`config.mk`:
```
export PLATFORM = sky130hd
export DESIGN_NAME = seq_alu
export DESIGN_NICKNAME = d
export VERILOG_FILES = /design/src/rtl/seq_alu.sv
export SDC_FILE = /design/constraint.sdc
export NUM_CORES = 1
export LEC_CHECK = 0
export ABC_CLOCK_PERIOD_IN_PS = 2800
export BUFFER_PORTS_ARGS = -buffer_cell sky130_fd_sc_hd__buf_2
export CORE_MARGIN = 2
export CORE_UTILIZATION = 56
export DETAILED_ROUTE_END_ITERATION = 16
export GPL_TIMING_DRIVEN = 0
export HOLD_SLACK_MARGIN = 0.06
export MAX_ROUTING_LAYER = met4
export PLACE_DENSITY = 0.78
export SKIP_LAST_GASP = 1
export SYNTH_ARGS = -nofsm -noshare
export SYNTH_HDL_FRONTEND = slang
export SYNTH_SLANG_ARGS = --single-unit
```
`constraint.sdc`:
```
create_clock -name clk_i -period 2.8 [get_ports clk_i]
set_input_delay 0.14 -clock clk_i [delete_from_list [all_inputs] [get_ports clk_i]]
set_output_delay 0.14 -clock clk_i [all_outputs]
set_load 0.02 [all_outputs]
```
`src/rtl/seq_alu.sv`:
```
// -----------------------------------------------------------------------------
// seq_alu
//   Handshaked, registered ALU. Single-cycle ops (logic, add/sub, compare,
//   shifts) produce a registered result one clock after accept. Unsigned
//   MUL/MULH runs as a WIDTH-cycle shift-add sequence. A pending result is
//   held stable until the consumer takes it, and that backpressure reaches
//   issue through ready_o.
//
// Ports
//   clk_i         rising-edge clock
//   rst_i         synchronous, active-high reset
//   valid_i       rs_i / rt_i / opcode_i are valid
//   ready_o       block accepts an op this cycle (combinational)
//   rs_i          operand A
//   rt_i          operand B; low SHAMT_W bits are the shift amount
//   opcode_i      operation select (1010..1111 are illegal)
//   valid_o       result registers hold an unconsumed result
//   ready_i       consumer takes the result
//   alu_result_o  registered result
//   zero_o        registered result is zero
//   carry_o       ADD carry-out / SUB borrow, else 0
//   overflow_o    signed overflow for ADD/SUB, else 0
//   illegal_o     opcode was unassigned
// -----------------------------------------------------------------------------
module seq_alu #(
    parameter int WIDTH = 8
) (
    input  logic             clk_i,
    input  logic             rst_i,
    input  logic             valid_i,
    output logic             ready_o,
    input  logic [WIDTH-1:0] rs_i,
    input  logic [WIDTH-1:0] rt_i,
    input  logic [3:0]       opcode_i,
    output logic             valid_o,
    input  logic             ready_i,
    output logic [WIDTH-1:0] alu_result_o,
    output logic             zero_o,
    output logic             carry_o,
    output logic             overflow_o,
    output logic             illegal_o
);

    localparam int SHAMT_W = $clog2(WIDTH);
    localparam int CNT_W   = SHAMT_W + 1;

    typedef enum logic [3:0] {
        OP_AND  = 4'b0000,
        OP_OR   = 4'b0001,
        OP_ADD  = 4'b0010,
        OP_NOT  = 4'b0011,
        OP_SUB  = 4'b0100,
        OP_SLT  = 4'b0101,
        OP_SLL  = 4'b0110,
        OP_SRL  = 4'b0111,
        OP_MUL  = 4'b1000,
        OP_MULH = 4'b1001
    } op_e;

    typedef enum logic [1:0] {
        S_IDLE,
        S_BUSY,
        S_DONE
    } state_e;

    state_e state_q, state_d;
    logic   accept;

    // ---------------- single-cycle datapath ----------------
    logic [WIDTH:0]       add_w;
    logic [WIDTH-1:0]     sub_w;
    logic [SHAMT_W-1:0]   shamt;
    logic [WIDTH-1:0]     op_res;
    logic                 op_carry, op_ovf, op_ill, op_mul;

    assign add_w = {1'b0, rs_i} + {1'b0, rt_i};
    assign sub_w = rs_i - rt_i;
    assign shamt = rt_i[SHAMT_W-1:0];

    // NOTE: every output of a combinational block gets a default first, so no
    // path through the case can leave it unassigned and infer a latch.
    always_comb begin
        op_res   = '0;
        op_carry = 1'b0;
        op_ovf   = 1'b0;
        op_ill   = 1'b0;
        op_mul   = 1'b0;
        case (opcode_i)
            OP_AND: op_res = rs_i & rt_i;
            OP_OR:  op_res = rs_i | rt_i;
            OP_ADD: begin
                op_res   = add_w[WIDTH-1:0];
                op_carry = add_w[WIDTH];
                op_ovf   = (rs_i[WIDTH-1] == rt_i[WIDTH-1]) &&
                           (add_w[WIDTH-1] != rs_i[WIDTH-1]);
            end
            OP_NOT: op_res = ~rs_i;
            OP_SUB: begin
                op_res   = sub_w;
                op_carry = (rs_i < rt_i);  // borrow
                op_ovf   = (rs_i[WIDTH-1] != rt_i[WIDTH-1]) &&
                           (sub_w[WIDTH-1] != rs_i[WIDTH-1]);
            end
            OP_SLT: op_res = {{(WIDTH-1){1'b0}}, ($signed(rs_i) < $signed(rt_i))};
            OP_SLL: op_res = rs_i << shamt;
            OP_SRL: op_res = rs_i >> shamt;
            OP_MUL, OP_MULH: op_mul = 1'b1;
            default: op_ill = 1'b1;
        endcase
    end

    // ---------------- shift-add multiplier ----------------
    logic [2*WIDTH-1:0] mcand_q, acc_q, acc_step;
    logic [WIDTH-1:0]   mplier_q, mul_res;
    logic [CNT_W-1:0]   count_q;
    logic               mulh_q, mul_last;

    // Accumulator value after this cycle's conditional add; the final result
    // is taken from it so the last partial product is not lost.
    assign acc_step = acc_q + (mplier_q[0] ? mcand_q : '0);
    assign mul_last = (count_q == CNT_W'(1));
    assign mul_res  = mulh_q ? acc_step[2*WIDTH-1:WIDTH] : acc_step[WIDTH-1:0];

    // ---------------- control ----------------
    always_comb begin
        state_d = state_q;
        ready_o = 1'b0;
        case (state_q)
            S_IDLE: ready_o = 1'b1;
            S_BUSY: ready_o = 1'b0;
            S_DONE: ready_o = ready_i;  // a new op can replace a result being consumed
            default: ready_o = 1'b0;
        endcase

        case (state_q)
            S_IDLE: if (valid_i) state_d = op_mul ? S_BUSY : S_DONE;
            S_BUSY: if (mul_last) state_d = S_DONE;
            S_DONE: begin
                if (ready_i && valid_i) state_d = op_mul ? S_BUSY : S_DONE;
                else if (ready_i)       state_d = S_IDLE;
            end
            default: state_d = S_IDLE;
        endcase
    end

    assign accept  = valid_i & ready_o;
    assign valid_o = (state_q == S_DONE);

    // NOTE: sequential state uses non-blocking assignments so every register
    // samples the pre-edge values, independent of statement order.
    always_ff @(posedge clk_i) begin
        if (rst_i) begin
            state_q      <= S_IDLE;
            alu_result_o <= '0;
            zero_o       <= 1'b0;
            carry_o      <= 1'b0;
            overflow_o   <= 1'b0;
            illegal_o    <= 1'b0;
            mcand_q      <= '0;
            acc_q        <= '0;
            mplier_q     <= '0;
            count_q      <= '0;
            mulh_q       <= 1'b0;
        end else begin
            state_q <= state_d;
            if (accept) begin
                if (op_mul) begin
                    mcand_q  <= {{WIDTH{1'b0}}, rs_i};
                    mplier_q <= rt_i;
                    acc_q    <= '0;
                    count_q  <= CNT_W'(WIDTH);
                    mulh_q   <= (opcode_i == OP_MULH);
                end else begin
                    alu_result_o <= op_res;
                    zero_o       <= (op_res == '0);
                    carry_o      <= op_carry;
                    overflow_o   <= op_ovf;
                    illegal_o    <= op_ill;
                end
            end else if (state_q == S_BUSY) begin
                acc_q    <= acc_step;
                mcand_q  <= mcand_q << 1;
                mplier_q <= mplier_q >> 1;
                count_q  <= count_q - CNT_W'(1);
                if (mul_last) begin
                    alu_result_o <= mul_res;
                    zero_o       <= (mul_res == '0);
                    carry_o      <= 1'b0;
                    overflow_o   <= 1'b0;
                    illegal_o    <= 1'b0;
                end
            end
        end
    end

endmodule

```
-- Word-level counts from Yosys, hierarchy flattened
Cells that the tools add are included.
- input bits: 24
- flip-flop bits (word level): 59
- word-level logic and storage cells: 101
- magnitude comparators: 2
- multiplexer cells: 42
- add/subtract/negate cells: 4
- bitwise gates (word level): 4
- reductions and logical operators: 15
- eq/ne operators: 21
- shifts and indexed selects: 2
- operator list (kind ; count):
    16-bit two-way mux ; 7
    8-bit two-way mux ; 8
    8-bit case mux with 8 select lines ; 1
    16-bit adder ; 1
    4-bit by 3-bit == test with 1-bit output (second input constant) ; 4
    8-bit logical NOT ; 2
    8-bit < comparator ; 2
    1-bit two-way mux ; 14
    4-bit two-way mux ; 3
    2-bit two-way mux ; 5
    10-bit OR reduction ; 1
    8-bit by 8-bit adder with 9-bit output ; 1
    8-bit bitwise AND ; 1
    4-bit by 1-bit == test with 1-bit output (second input constant) ; 2
    4-bit by 2-bit == test with 1-bit output (second input constant) ; 2
    4-bit == test (second input constant) ; 2
    8-bit inverter ; 1
    8-bit bitwise OR ; 1
    8-bit by 3-bit left shift with 8-bit output ; 1
    8-bit by 3-bit >> shifter with 8-bit output ; 1
    8-bit subtractor ; 1
    2-bit != test (second input constant) ; 3
    1-bit case mux with 2 select lines ; 3
    2-bit case mux with 3 select lines ; 1
    15 further kinds ; 22

-- Longest topological paths before layout
Gate-level depths: netlist (run 1).
- depth in word-level cells: 7
- depth in mapped cells: 12
- gate-level depth less buffers: 12

-- Worst setup path before layout (run 1)
Ideal clock, no wire load.
- kind: register to register
- from: reg mplier_q[0]
- to: reg alu_result_o[2]
- path slack: 0.137 ns
- data arrival time: 2.592 ns
- clock period less this slack: 2.663 ns
- buffers on the path: 1
- cell stages (with the launch flop): 12
- data required time: 2.730 ns
- library setup time: 0.070 ns
- cell sequence: dfxtp_1 -> clkbuf_1 -> and2_1 -> fa_1 -> a211oi_2 -> o211ai_1 -> a21o_1 -> and2_1 -> o21ai_0 -> nand3b_1 -> a311o_1 -> a21oi_1
- longest elaborated chain between the ends: 6
- RTL lines (what ; RTL line ; source):
    from (decl) ; 114 ; logic [WIDTH-1:0] mplier_q, mul_res;
    from (signal assigned) ; 169 ; mplier_q <= rt_i;
    from (signal assigned) ; 183 ; mplier_q <= mplier_q >> 1;
    16-bit two-way mux ; 120 ; assign acc_step = acc_q + (mplier_q[0] ? mcand_q : '0);
    16-bit adder ; 120 ;
    8-bit two-way mux ; 122 ; assign mul_res = mulh_q ? acc_step[2*WIDTH-1:WIDTH] : acc_step[WIDTH-1:0];
    8-bit two-way mux ; 185 ; if (mul_last) begin
    8-bit two-way mux ; 180 ; end else if (state_q == S_BUSY) begin
    8-bit two-way mux ; 166 ; if (accept) begin
    to (signal assigned) ; 174 ; alu_result_o <= op_res;
    to (signal assigned) ; 186 ; alu_result_o <= mul_res;
    to (decl) ; 37 ; output logic [WIDTH-1:0] alu_result_o,
No other way between the ends. The select of a mux whose other input is x is not followed.
A chain may end at the register's enable or synchronous reset.

-- Worst setup path in the final report (run 1)
- from: reg mplier_q[0]
- to: reg zero_o
- longest elaborated chain between the ends: 7
- RTL lines (what ; RTL line ; source):
    16-bit two-way mux ; 120 ;
    16-bit adder ; 120 ;
    8-bit two-way mux ; 122 ;
    8-bit logical NOT ; 187 ; zero_o <= (mul_res == '0);
    1-bit two-way mux ; 185 ;
    1-bit two-way mux ; 180 ;
    1-bit two-way mux ; 166 ;
    to (signal assigned) ; 175 ; zero_o <= (op_res == '0);
    to (signal assigned) ; 187 ;
    to (decl) ; 38 ; output logic zero_o,
No other way between the ends. The select of a mux whose other input is x is not followed.

==> summary.txt, run 1 <==
Die area = 0.00984 sq mm
Sequential area share after synthesis = 0.233
Post-DR vias/cell = 6.35
RSZ-0062 raised after global routing = yes
Num CTS Buffers = 9
Synthesized cell area = 0.00507 sq mm
Port buffer count = 34
Post-DP Area = 0.00538 sq mm
Power per cell area = 359 mW/mm^2
Chip Height = 99.2 microns
Antenna violations before repair = 0
Antenna-violating nets left = 0
Fraction of registers with async set/reset = 0
Worst rel slew slack = 0.435
DRC = 0
Longest Clk Path Bufs = 2
H-tree levels = 3
I/O pin count = 38
Pleak = 2.35 nW
Aggregate global routing overflow = 0
Vias in the first global route = 4931
Met3 Use GR = 0.0478
Max Transition Viols Final = 0
GRT met2 Usage = 0.526
Max-Cap Viols = 0
Maximum operating frequency = 0.351 GHz
Busiest layer in global routing = met2
P&R area growth vs syn = 13.2%
Synth cell types = 64
Peak supply drop = 0.000317 V
Commonest cells after routing, fill and taps aside = 74 x nand2_1, 70 x a21oi_1, 58 x dfxtp_1
Largest net degree at the start of global routing = 13
Cell row count = 34
Number of inserted diodes = 0
CP endpoint kind = register
Worst-Skew Late Latency = 0.35 ns
Post-layout util = 0.655
Final #Nets = 794
Crit path cell chain = clkbuf_8 > and2_1 > ha_2 > a211oi_4 > o211ai_1 > a31oi_2 > o21bai_1 > xor2_2 > a21oi_2 > nand3_1 > o41ai_2
Crit path DAT = 3.10 ns
CTS tree = done
Final period util = 1.02
YS warnings = 0
Clk sinks = 59
Drt total wl = 16200 microns
Crit path max-delay family = compound AO/OA/AOI/OAI gates
Synthesis-stage register bit count = 59
Syn nets = 742
Fin area = 0.00574 sq mm
CP max stage delay = 0.39 ns
Post-Syn Instances = 673
Avg Cell Area, Syn = 7.54 sq um
Global routing usage on met1 = 0.478
Die width = 99.2 microns
Commonest non-fill, non-tap cell in the layout = nand2_1
First drt pass iteration count = 5
Final setup fails = 4
Initial drt markers = 440
HPWL after DPL = 12400 microns
Critical path launch point type = register
Vias post-DR = 5323
Slew at the pin closest to its max-slew limit = 0.846 ns
WP buf/inv = 1
Layout Skew = 0.0152 ns
GRT Util Overall = 0.343
Crit path kind = register to register
Critical-path maximum fanout = 10
Slowest-stage cell, CP = dfxtp_4
Share of post-route cells with drive strength above 1 = 0.152
Initial Util = 0.579
Failing checks = negative setup slack
Core area = 0.00876 sq mm
Final WS setup = -0.0515 ns
Wirelength per Cell = 19.3 microns
WP data required = 3.05 ns
Run status = complete, but fails checks
Hold Slack = 0.0708 ns
Wire length of the first global-routing pass = 26000 microns
Setup_tns = -0.113 ns
Top_reg_cell synth = dfxtp_1
Min Tclk post-route = 2.85 ns
Number of flops mapped to enable cells by yosys = 0
Hold Vio Cnt, Final = 0
Root Driver = clkbuf_8
GPL Wtd Cong = 0.980
Clk slew on worst S/H paths = 0.08 ns
Tightest Hold Check Type = input port to register
-- per-stage QoR --
step / setup WS, ns / std cells / power [W]
2_1_floorplan: 0.137 / 673 / 0.00122
3_3_place_gp: -0.562 / 815 / 0.00136
3_5_place_dp: -0.556 / 815 / 0.00137
4_1_cts: 0.00576 / 836 / 0.00205
5_1_grt: -0.133 / 838 / 0.00215
6_report: -0.0515 / 838 / 0.00206
-- kinds of logic after synthesis --
family,Yosys count,synth area share
AO/OA/AOI/OAI,209,0.270
adder cells (fa/ha/maj),45,0.115
multiplexers,24,0.0607
AND/OR/NAND/NOR,234,0.222
buffers and inverters,83,0.0668
flip-flops,59,0.233
XOR/XNOR,19,0.0328
-- final timing paths --
path / slack [ns] / start / cells past startpoint / endpoint
worst max-delay path: -0.05 / mplier_q[0]$_SDFFE_PP0P_ / 11 / zero_o$_SDFFE_PP0P_
worst min-delay path: 0.07 / ready_i / 4 / state_q[1]$_SDFFE_PP0P_
worst max register to register: -0.05 / mplier_q[0]$_SDFFE_PP0P_ / 11 / zero_o$_SDFFE_PP0P_
worst min register to register: 0.46 / mplier_q[4]$_SDFFE_PP0P_ / 2 / mplier_q[4]$_SDFFE_PP0P_
-- synth_stat cells (3+ instances only) --
cell / number / area (sq um)
o21ai_0: 22 / 110
nor2b_1: 6 / 37.5
clkbuf_1: 28 / 105
dfxtp_1: 59 / 1180
nand2_1: 74 / 278
nor2_1: 55 / 206
buf_2: 7 / 35.0
fa_1: 3 / 60.1
and2_1: 19 / 119
nand3b_1: 3 / 22.5
buf_1: 6 / 22.5
nor3_1: 13 / 65.1
a31oi_1: 9 / 56.3
o21a_1: 6 / 45.0
mux4_2: 5 / 113
a221oi_1: 3 / 26.3
ha_1: 42 / 526
a21oi_1: 72 / 360
inv_1: 38 / 143
mux2_2: 4 / 45.0
a221o_1: 3 / 30.0
a211o_1: 4 / 35.0
a211oi_1: 16 / 120
or3_1: 6 / 37.5
o22ai_1: 10 / 62.6
xor2_1: 10 / 87.6
nand4_1: 3 / 18.8
a22oi_1: 22 / 165
nand3_1: 26 / 130
o21bai_1: 5 / 37.5
nand2b_1: 12 / 75.1
o211ai_1: 4 / 30.0
mux2i_1: 15 / 150
a21o_1: 12 / 90.1
xnor2_1: 9 / 78.8
o221ai_1: 4 / 35.0
nor4_1: 6 / 37.5
-- routing by layer --
| layer | vias up | share of wire |
|---|---|---|
| met5 | - | 0 |
| met3 | 27 | 0.085 |
| li1 | 2526 | - |
| met2 | 250 | 0.46 |
| met1 | 2520 | 0.44 |
| met4 | 0 | 0.021 |
-- worst reg2reg max path, delay by kind of cell, from the launching register on --
family / cells / cell delay (ns)
XOR/XNOR: 1 / 0.22
buffers and inverters: 1 / 0.16
flip-flops: 1 / 0.39
adder cells (fa/ha/maj): 1 / 0.34
AND/OR/NAND/NOR: 2 / 0.30
AO/OA/AOI/OAI: 6 / 1.36
-- area by class of cell --
class                           instances  area (sq um)
Inverter                               39           146
Clock inverter                          6          42.5
Clock buffer                           10           128
Buffer                                 43           199
Fill cell                             776          3020
Sequential cell                        59          1180
Timing Repair Buffer                   42           230
Multi-Input combinational cell        531          3680
Tap cell                              108           135
-- where the power goes --
part	total [W]	internal (W)	switching (W)	leakage, nW
combinational	0.000490	0.000181	0.000310	1.79
sequential	0.000871	0.000858	0.0000133	0.478
clock	0.000700	0.000321	0.000379	0.0822
total	0.00206	0.00136	0.000702	2.35
-- flip-flops by register name (all words and copies together), names as in the netlist --
register	count
carry_o	1
acc_q	16
count_q	4
illegal_o	1
mplier_q	8
alu_result_o	8
mulh_q	1
mcand_q	16
zero_o	1
state_q	2
overflow_o	1
-- timing repair --
action | 4_1_cts | 5_1_grt
hold buffers | 0 | 0
setup buffers | 6 | 2
endpoints found under the setup margin | 14 | 8
pin swaps | 13 | 5
resized for setup | 28 | 9
Power figures use the tool's default switching activity.
==> inputs of run 2 (changes only) <==
--- a/config.mk
+++ b/config.mk
@@ -5,15 +5,15 @@
 export SDC_FILE = /design/constraint.sdc
 export NUM_CORES = 1
 export LEC_CHECK = 0
-export ABC_CLOCK_PERIOD_IN_PS = 2800
+export ABC_CLOCK_PERIOD_IN_PS = 2700
 export BUFFER_PORTS_ARGS = -buffer_cell sky130_fd_sc_hd__buf_2
 export CORE_MARGIN = 2
-export CORE_UTILIZATION = 56
+export CORE_UTILIZATION = 62
 export DETAILED_ROUTE_END_ITERATION = 16
 export GPL_TIMING_DRIVEN = 0
 export HOLD_SLACK_MARGIN = 0.06
 export MAX_ROUTING_LAYER = met4
-export PLACE_DENSITY = 0.78
+export PLACE_DENSITY = 0.82
 export SKIP_LAST_GASP = 1
 export SYNTH_ARGS = -nofsm -noshare
 export SYNTH_HDL_FRONTEND = slang
==> constraint.sdc (replaced) <==
create_clock -name clk_i -period 2.7 [get_ports clk_i]
set_input_delay 0.135 -clock clk_i [delete_from_list [all_inputs] [get_ports clk_i]]
set_output_delay 0.135 -clock clk_i [all_outputs]
set_load 0.02 [all_outputs]
==> run 2 against run 1 <==
  * Count of clock-buffer cells in the layout grew 2
  * Core utilization grew 10 points
  * Clock skew is essentially flat
  * Die area shrank 9.3%
  * Global-route usage grew 3.9 points
  * First-iteration DRC count grew 30%
  * The run still ends with negative setup slack left
  * Combinational power grew 6.7%
  * Fmax grew 1.2%
  * Via count grew 5.2%
==> summary.txt, run 2 (synthesized netlist as in run 1, its figures left out) <==
Commonest cells after routing, fill and taps aside = 74 x nand2_1, 71 x a21oi_1, 58 x dfxtp_1 (was 74 x nand2_1, 70 x a21oi_1, 58 x dfxtp_1)
Num CTS Buffers = 9 (unchanged)
Min Tclk post-route = 2.82 ns (was 2.85 ns)
Max Transition Viols Final = 0 (unchanged)
Final setup fails = 5 (was 4)
HPWL after DPL = 12200 microns (was 12400 microns)
Pre-CTS WS = -0.583 ns (was -0.556 ns)
Pleak = 2.42 nW (was 2.35 nW)
Worst rel slew slack = 0.446 (was 0.435)
First drt pass iteration count = 5 (unchanged)
Tightest Hold Check Type = input port to register (unchanged)
Share of post-route cells with drive strength above 1 = 0.167 (was 0.152)
P&R area growth vs syn = 16.7% (was 13.2%)
CP endpoint kind = register (unchanged)
Slew at the pin closest to its max-slew limit = 0.829 ns (was 0.846 ns)
Worst-Skew Late Latency = 0.35 ns (about the same)
CP max stage delay = 0.37 ns (was 0.39 ns)
Final #Nets = 799 (was 794)
Power per cell area = 422 mW/mm^2 (was 359 mW/mm^2)
H-tree levels = 3 (unchanged)
Hold Slack = 0.0717 ns (was 0.0708 ns)
Vias in the first global route = 5030 (was 4931)
Maximum operating frequency = 0.355 GHz (was 0.351 GHz)
WP buf/inv = 0 (was 1)
Vias post-DR = 5598 (was 5323)
Cell mode on critical path = and2_4
Critical-path maximum fanout = 6 (was 10)
CTS tree = done (unchanged)
Clk sinks = 59 (unchanged)
WP data required = 2.94 ns (was 3.05 ns)
Initial Util = 0.647 (was 0.579)
Longest Clk Path Bufs = 2 (unchanged)
Setup_tns = -0.272 ns (was -0.113 ns)
Largest net degree at the start of global routing = 13 (unchanged)
Drt total wl = 16400 microns (was 16200 microns)
Port buffer count = 34 (unchanged)
Post-DR vias/cell = 6.69 (was 6.35)
Crit path DAT = 3.05 ns (was 3.10 ns)
Slowest-stage cell, CP = dfxtp_4 (unchanged)
Final WS setup = -0.117 ns (was -0.0515 ns)
Wire length of the first global-routing pass = 25700 microns (was 26000 microns)
Final period util = 1.04 (was 1.02)
Biggest regs = acc_q x16, mcand_q x16 (unchanged)
Chip Height = 94.5 microns (was 99.2 microns)
Cell row count = 32 (was 34)
I/O pin count = 38 (unchanged)
Crit path max-delay family = compound AO/OA/AOI/OAI gates (unchanged)
Clk slew on worst S/H paths = 0.07 ns (was 0.08 ns)
Antenna violations before repair = 0 (unchanged)
Peak supply drop = 0.000316 V (was 0.000317 V)
RSZ-0062 raised after global routing = yes (unchanged)
Wirelength per Cell = 19.6 microns (was 19.3 microns)
Failing checks = negative setup slack (unchanged)
Final Power = 0.00250 W (was 0.00206 W)
Layout Skew = 0.0156 ns (was 0.0152 ns)
Hold Vio Cnt, Final = 0 (unchanged)
Critical path launch point type = register (unchanged)
Commonest non-fill, non-tap cell in the layout = nand2_1 (unchanged)
CTS Hold Buffers Added = 0 (unchanged)
Aggregate global routing overflow = 0 (unchanged)
Max-Cap Viols = 0 (unchanged)
DRC = 0 (unchanged)
Initial drt markers = 574 (was 440)
Run status = complete, but fails checks (unchanged)
Post-layout util = 0.755 (was 0.655)
GPL Wtd Cong = 1.01 (was 0.980)
Core area = 0.00785 sq mm (was 0.00876 sq mm)
Crit path kind = register to register (unchanged)
Number of inserted diodes = 0 (unchanged)
Die area = 0.00892 sq mm (was 0.00984 sq mm)
Antenna-violating nets left = 0 (unchanged)
Root Driver = clkbuf_8 (unchanged)
Crit path cell chain = and2_4 > ha_4 > fa_2 > a211oi_2 > o211ai_1 > a21o_1 > and2_4 > nor3_1 > nand3b_1 > nand2_1 > o41ai_2 (was clkbuf_8 > and2_1 > ha_2 > a211oi_4 > o211ai_1 > a31oi_2 > o21bai_1 > xor2_2 > a21oi_2 > nand3_1 > o41ai_2)
# fillers = 620 (was 776)
Die width = 94.5 microns (was 99.2 microns)
GRT Util Overall = 0.382 (was 0.343)
## run 2: cell count changes in the layout (fill, tap and decap cells not counted), moves of 3 or more
cell	delta
ha_4	+5
buf_4	+6
bufinv_16	+3
ha_2	-3
## run 2: path summary, 6_finish.rpt
check	startpoint	end	slack, ns	cells after the start
worst max-delay path	mplier_q[0]$_SDFFE_PP0P_	zero_o$_SDFFE_PP0P_	-0.12	11
worst min-delay path	ready_i	state_q[1]$_SDFFE_PP0P_	0.07	4
worst max register to register	mplier_q[0]$_SDFFE_PP0P_	zero_o$_SDFFE_PP0P_	-0.12	11
worst min register to register	mplier_q[5]$_SDFFE_PP0P_	mplier_q[5]$_SDFFE_PP0P_	0.47	2
## run 2: layer usage
layer	up-vias	part of all wire	global-route usage
met3	58	0.10	0.0678
met5	-	0	-
li1	2536	-	-
met2	349	0.45	0.585
met1	2655	0.42	0.507
met4	0	0.033	0.144
## run 2: repair_timing
item	4_1_cts	5_1_grt
pin swaps	11	6
setup buffers	7	7
gates resized for setup	28	22
setup endpoints to repair	15	11
## run 2: stage by stage
step                instances  cell area, sq um
CTS                       831              5780
floorplan                 673              5070
global route              837              5920
finish                    837              5920
detailed placement        809              5370
global placement          809              5370
## run 2: layout make-up
type	instances	area, sq um	area share
multi-input combinational	531	3740	0.631
sequential	59	1180	0.200
timing repair buffer	48	275	0.0465
buffer	42	189	0.0319
clock buffer	12	165	0.0279
inverter	39	150	0.0253
tap	102	128	0.0215
clock inverter	4	95.1	0.0161
## run 2: worst min-delay path, delay by kind of cell
family | cells | cell delay [ns]
and+or+nand+nor | 1 | 0.05
AOI/OAI and AO/OA | 1 | 0.06
buffers and inverters | 2 | 0.12
## run 2: power by group
part / switching [W] / internal [W] / total, W / leakage, nW
clock: 0.000384 / 0.000688 / 0.00107 / 0.133
combinational: 0.000332 / 0.000192 / 0.000523 / 1.80
sequential: 0.0000152 / 0.000890 / 0.000905 / 0.478
